### src/rtl/chebyshev_sequencer.sv
// Chebyshev/Horner sequencer: holds the coefficient table, accepts x, issues one
// coefficient per Horner step (highest degree first) to the datapath and returns
// the datapath's final accumulator as y over a valid/ready handshake.
module chebyshev_sequencer #(
  parameter int WORD_LENGTH  = 16,
  parameter int COEFF_LENGTH = 16,
  parameter int DEGREE       = 3,
  parameter int ADDR_WIDTH   = 2,
  parameter int STEP_LATENCY = 2
) (
  input  logic                           clock,
  input  logic                           resetn,
  input  logic                           coeff_wr_en,
  input  logic [ADDR_WIDTH-1:0]          coeff_wr_addr,
  input  logic signed [COEFF_LENGTH-1:0] coeff_wr_data,
  output logic                           coeff_wr_err,
  input  logic                           x_valid,
  output logic                           x_ready,
  input  logic signed [WORD_LENGTH-1:0]  x_data,
  output logic signed [WORD_LENGTH-1:0]  comp_data,
  output logic signed [COEFF_LENGTH-1:0] comp_coeff,
  output logic                           comp_init,
  input  logic signed [WORD_LENGTH-1:0]  comp_result,
  output logic                           y_valid,
  input  logic                           y_ready,
  output logic signed [WORD_LENGTH-1:0]  y_data
);

  localparam int                    CNT_W    = (STEP_LATENCY > 1) ? $clog2(STEP_LATENCY) : 1;
  localparam logic [CNT_W-1:0]      CNT_LAST = CNT_W'(STEP_LATENCY - 1);
  localparam logic [ADDR_WIDTH-1:0] K_TOP    = ADDR_WIDTH'(DEGREE);
  localparam int                    NSLOT    = 2 ** ADDR_WIDTH;

  typedef enum logic [1:0] {S_IDLE, S_STEP, S_OUT} state_t;

  state_t                         state, state_nxt;
  logic [ADDR_WIDTH-1:0]          k;
  logic [CNT_W-1:0]               step_cnt;
  logic signed [COEFF_LENGTH-1:0] coef [0:DEGREE];
  logic                           x_acc, step_wrap, y_fire, wr_ok;

  // Addresses above DEGREE have no storage; decoded through a mask so the
  // check stays meaningful when the address space is larger than the table.
  function automatic logic addr_in_range(input logic [ADDR_WIDTH-1:0] a);
    logic [NSLOT-1:0] m;
    for (int i = 0; i < NSLOT; i++) m[i] = (i <= DEGREE);
    return m[a];
  endfunction

  assign wr_ok = coeff_wr_en && (state == S_IDLE) && addr_in_range(coeff_wr_addr);

  // State register
  always_ff @(posedge clock or negedge resetn) begin
    if (!resetn) state <= S_IDLE;
    else         state <= state_nxt;
  end

  // Next-state decode and datapath-facing outputs
  always_comb begin
    state_nxt  = state;
    x_ready    = 1'b0;
    comp_init  = 1'b0;
    comp_coeff = '0;
    x_acc      = 1'b0;
    step_wrap  = 1'b0;
    y_fire     = 1'b0;
    case (state)
      S_IDLE: begin
        x_ready = 1'b1;
        if (x_valid) begin
          x_acc     = 1'b1;
          state_nxt = S_STEP;
        end
      end
      S_STEP: begin
        // coef[k] is read live, so a write landing on the accept edge is used
        comp_coeff = coef[k];
        comp_init  = (k == K_TOP);
        step_wrap  = (step_cnt == CNT_LAST);
        if (step_wrap && (k == '0)) state_nxt = S_OUT;
      end
      S_OUT: begin
        if (y_valid && y_ready) begin
          y_fire    = 1'b1;
          state_nxt = S_IDLE;
        end
      end
      default: state_nxt = S_IDLE;
    endcase
  end

  // Coefficient table and write-reject pulse
  always_ff @(posedge clock or negedge resetn) begin
    if (!resetn) begin
      for (int i = 0; i <= DEGREE; i++) coef[i] <= '0;
      coeff_wr_err <= 1'b0;
    end else begin
      if (wr_ok) coef[coeff_wr_addr] <= coeff_wr_data;
      coeff_wr_err <= coeff_wr_en && !wr_ok;
    end
  end

  // Operand latch, Horner index and per-step cycle counter
  always_ff @(posedge clock or negedge resetn) begin
    if (!resetn) begin
      comp_data <= '0;
      k         <= '0;
      step_cnt  <= '0;
    end else if (x_acc) begin
      comp_data <= x_data;
      k         <= K_TOP;
      step_cnt  <= '0;
    end else if (state == S_STEP) begin
      if (step_wrap) begin
        step_cnt <= '0;
        if (k != '0) k <= k - 1'b1;
      end else begin
        step_cnt <= step_cnt + 1'b1;
      end
    end
  end

  // Result capture: the first OUT cycle gives the datapath time to publish the
  // last step's accumulator, then y is held until the sink takes it
  always_ff @(posedge clock or negedge resetn) begin
    if (!resetn) begin
      y_data  <= '0;
      y_valid <= 1'b0;
    end else if ((state == S_OUT) && !y_valid) begin
      y_data  <= comp_result;
      y_valid <= 1'b1;
    end else if (y_fire) begin
      y_valid <= 1'b0;
    end
  end

endmodule
### config.mk
export PLATFORM = sky130hd
export DESIGN_NAME = chebyshev_sequencer
export DESIGN_NICKNAME = d
export VERILOG_FILES = /design/src/rtl/chebyshev_sequencer.sv
export SDC_FILE = /design/constraint.sdc
export NUM_CORES = 1
export LEC_CHECK = 0
export CORE_ASPECT_RATIO = 0.75
export CORE_MARGIN = 4
export CORE_UTILIZATION = 30
export CTS_CLUSTER_DIAMETER = 60
export DETAILED_ROUTE_END_ITERATION = 10
export SLEW_MARGIN = 20
export SYNTH_ARGS = -nofsm -noshare
export SYNTH_HDL_FRONTEND = slang
export SYNTH_SLANG_ARGS = --single-unit
### constraint.sdc
create_clock -name clock -period 1.5 [get_ports clock]
set_input_delay 0.15 -clock clock [delete_from_list [all_inputs] [get_ports clock]]
set_output_delay 0.15 -clock clock [all_outputs]
set_load 0.02 [all_outputs]
# Word-level counts from Yosys, hierarchy flattened
# Index checks and enable logic that the tools add are counted.
word_totals:
  regBits: 103
  in_bits: 55
  word_cells: 72
op_classes:
  eq_ne: 6
  order_cmp: 4
  mux: 29
  reduce_logical: 18
  add_sub_neg: 2
  bitwise_logic: 2
ops:
  columns: ["op", "count"]
  rows:
  - ["$bwmux 64", 1]
  - ["$mux 16", 4]
  - ["$bmux 16 s2", 1]
  - ["$demux 16 s2", 1]
  - ["$mux 2", 7]
  - ["$mux 1", 13]
  - ["$reduce_bool 2->1", 5]
  - ["$logic_and 1x1->1", 7]
  - ["$ge 3x3->1 const B", 2]
  - ["$ne 2x2->1 const B", 3]
  - ["$not 2->3", 2]
  - ["$pmux 2 s3", 1]
  - ["$reduce_and 3->1", 2]
  - ["$eq 2x2->1 const B", 2]
  - ["$logic_not 2->1", 2]
  - ["$lt 2x3->1 const B", 1]
  - ["$lt 3x1->1 const B", 1]
  - ["$bmux 1 s2", 1]
  - ["$eq 2x1->1 const B", 1]
  - ["$logic_not 1->1", 2]
  - ["$sub 2x1->2 const B", 1]
  - ["$add 1x1->1 const B", 1]

# Longest topological paths before layout
depth:
  ltp_word: 6
  ltp_mapped: 7
  mapped_depth_nobuf: 5

# Least setup slack after synthesis
# No wires, ideal clock.
synth_path:
  path_type: "register -> register"
  from: "register k[1]"
  to: "register k[0]"
  period_less_slack_ns: 1.676
  setup_time_ns: 0.125
  required_ns: 1.375
  path_slack_ns: -0.176
  stages_incl_launch_ff: 8
  n_path_buf: 2
  arrival_time_ns: 1.551
  cell_sequence: "dfrtp_1 clkbuf_1 buf_2 inv_2 ha_1 nand4bb_1 xnor2_1 nand2_1"
synth_between:
  elab_chain_len: 3
synth_lines:
  columns: ["element", "line_no", "source"]
  rows:
  - ["start: declaration", "37", "logic [ADDR_WIDTH-1:0] k;"]
  - ["start signal: assignment", "116", "if (k != '0) k <= k - 1'b1;"]
  - ["$reduce_bool 2->1", "116", null]
  - ["$reduce_bool 2->1 (no line)", null, null]
  - ["$reduce_and 3->1 (no line)", null, null]
# No other way between the ends.
# A chain may end at the register's enable or synchronous reset.

# Worst setup path after layout
layout_path:
  from: "register k[0]"
  to: "output port comp_coeff[9]"
layout_between:
  elab_chain_len: 5
layout_lines:
  columns: ["element", "line_no", "source"]
  rows:
  - ["$not 2->3 (implied by the code)", "77", "comp_coeff = coef[k];"]
  - ["$bmux 16 s2", "77", null]
  - ["$mux 16 (implied by the code) (2 in series)", "77", null]
  - ["$mux 16", "67", "case (state)"]
  - ["end: declaration", "21", "output logic signed [COEFF_LENGTH-1:0] comp_coeff,"]
# No other way between the ends. The select of a mux whose other input is x is not followed.

==> results.toml <==
[critical_path]
arrival_ns = 1.71
path_cells = "buf_12, mux4_2, nor2b_4, buf_6"
criticalPathCategory = "flop to output pin"
crit_fanout = 7
reg2reg_depth = 5
required_ns = 1.35
reg2reg_slack_ns = -0.12
critPathMaxStageDelay_ns = 0.52
cp-end-kind = "output pin"
r2r_start = "state[1]"
cp-endpoint = "comp_coeff[9]"
slowest_stage = "mux4_2"
timing.critical_path.from = "k[0]"
regToRegEndpoint = "coef[43]"
start_kind = "flop"

[pwr]
ir_drop_v = 0.00115
internal-power_mw = 10.4
power_frac_seq_pct = 31.6
comb_power_share_pct = 54.0
clkPwrFrac_pct = 14.4
netSwitchingFraction_pct = 32.0
power_switching_mw = 4.89
p_leak_nw = 3.47
power.total_mw = 15.3
power.density_nw_per_um2 = 2160

[global_route]
grt_pass1_wl_mm = 18.1
grt_pass1_vias = 3231
antenna_found_initial = 0
grt_usage_pct = 13.8
grt_max_degree = 104
grt_overflow = 0

[synth]
netlist_top_cells_area = "dfrtp_1, mux2_1, mux4_2"
synth.most_common_cell = "dfrtp_1"
synth_common_cells = "dfrtp_1, mux2_1, mux2_4"
synth_top_area_share_pct = 56.9
syn_inst = 276
ys_warn_count = 0
yosysSeqAreaShare_pct = 56.9
synth_cell_types = 30
yosys.area.top_type = "dfrtp_1"
synth-async-reset-ratio_pct = 100
synth_nets = 333
netlist_area_um2 = 4530
avgSynthCellArea_um2 = 16.4
synth_edf_count = 0
ys.flop_type = "dfrtp_1"
ys_ff_latch = 103

[detailed_routing]
dr_total_vias = 2844
drc = 0
first_iter_violations = 111
wire_per_inst_um = 18.8
drtPass1Iterations = 4
wl_mm = 11.7
postRouteAntennaNets = 0
avgViaCountPerCell = 4.57

[timing]
layout_setup_ws_ns = -0.359
period_needed_ns = 1.86
clock.fmax_ghz = 0.538
finClkSkew_ns = 0.00827
setup_viol = 97
tightestPinTransition_ns = 0.565
tns_ns = -10.14
maxSlewViolCount = 0
hold_violations = 0
worst_slew_margin_rel_pct = 62.3
min_period_over_period_pct = 124
rsz0062_at_grt = "yes"

[cts]
htree_levels = 3
clk_pin_slew_ns = 0.07
clock_path_buffers = 2
clock_sinks = 103
clkLatencyLatePin_ns = 0.34
root_buffer = "clkbuf_16"
cts_tree = "built"
cts_buffers = 9

[floorplan]
die_height_um = 114
ios = 107
dieArea_um2 = 17200
core-area_um2 = 14600
initial_core_util_pct = 30.9
die_x_um = 150
rows = 38

[placed_design]
gp_congestion = 0.664
port_buffers = 106
dp_hpwl_mm = 7.00
dpl.cell_count = 594
pre_cts_slack_ns = -0.420
placed_cell_area_um2 = 6040

[flow_run]
cap_violations = 0

[finish]
final_area_um2 = 7090
finalNonFillerCells = 623
area_growth_syn_to_layout_pct = 56.4
drive_above_1_share_pct = 50.8
final_nets = 475
antenna_cells = 0

[status]
status = "complete, but fails checks"
violations = "negative setup slack"

[min_path]
hold_class = "input port to asynchronous set/reset pin"
-- metal layers --
layer	GRT usage [%]	part of all wire (%)	vias to the layer above
met4	3.29	0.86	0
met5	0	0	-
met2	22.2	47	66
li1	-	-	1279
met3	3.92	5.3	9
met1	18.6	46	1490
-- cell usage in the layout, fill, tap and decap left out, types with 2 or more instances in the layout --
master / count
o21ai_1: 3
inv_2: 2
buf_16: 3
clkbuf_8: 2
clkdlybuf4s50_1: 67
dlygate4sd2_1: 2
ha_4: 2
nor2b_4: 14
mux4_2: 16
buf_4: 19
nor2b_1: 2
buf_12: 9
dlymetal6s2s_1: 18
buf_6: 23
clkbuf_16: 12
dfrtp_1: 102
mux2_4: 96
clkinv_2: 2
clkbuf_1: 2
nor2_4: 2
nand2_1: 5
-- cells by family after synthesis --
kind of cell    synth area share, %
fa+ha+maj                     0.552
simple gates                   5.69
compound gates                0.663
buf+inv                        2.57
mux                            33.5
xor+xnor                      0.193
flops                          56.9
-- registers in the layout, summed over array words and instances, names as in the netlist --
register      cells
coeff_wr_err      1
coef             64
step_cnt          1
comp_data        16
y_data           16
state             2
y_valid           1
k                 2
-- power by group through the flow --
stage          registers (mW)  logic [mW]  clock network, mW
6_report                 4.84        8.26               2.21
5_1_grt                  5.02        8.76               2.39
4_1_cts                  4.82        7.54               2.28
3_5_place_dp             4.80        6.42                  0
3_3_place_gp             4.76        6.31                  0
2_1_floorplan            5.11        3.30                  0
-- repair_timing --
| item | CTS | global route |
|---|---|---|
| hold buffers | 1 | 0 |
| setup endpoints to repair | 105 | 132 |
| gates cloned | 5 | 2 |
| resized for setup | 166 | 87 |
| buffers inserted | 6 | 1 |
| pin swaps | 7 | 3 |
| hold endpoints to repair | 103 | 0 |
-- cell type report --
cell class	count	area, um2
tap	200	250
clock buffer	13	260
timing repair buffer	146	1670
multi-input combinational	155	2300
sequential	103	2580
fill	1280	7560
inverter	3	11.3
clock inverter	3	17.5
-- critical path: cells and delay by family, from the launching register on --
family                 cells  cell delay (ns)
AND/OR/NAND/NOR            1             0.14
multiplexers               1             0.52
buffers and inverters      2             0.28
flip-flops                 1             0.43
-- worst min path at each step --
stage / start / to / slack [ns] / cells past startpoint
after CTS: comp_result[10] / y_data[10] / 0.39 / 2
after global placement: resetn / y_data[9] / 0.26 / 2
after floorplan: resetn / coef[0] / -0.15 / 0
after global routing: x_data[9] / comp_data[9] / 0.41 / 2
after detailed placement: resetn / y_data[11] / 0.26 / 2
final: resetn / y_data[9] / 0.40 / 3
-- stage by stage --
stage          util [%]  hold slack, ns
6_report           48.4           0.396
5_1_grt            48.4           0.407
4_1_cts            46.3           0.394
3_5_place_dp       41.3           0.264
3_3_place_gp       41.3           0.257
2_1_floorplan         -          -0.146
Note: power is estimated with default switching activity, not from simulation.
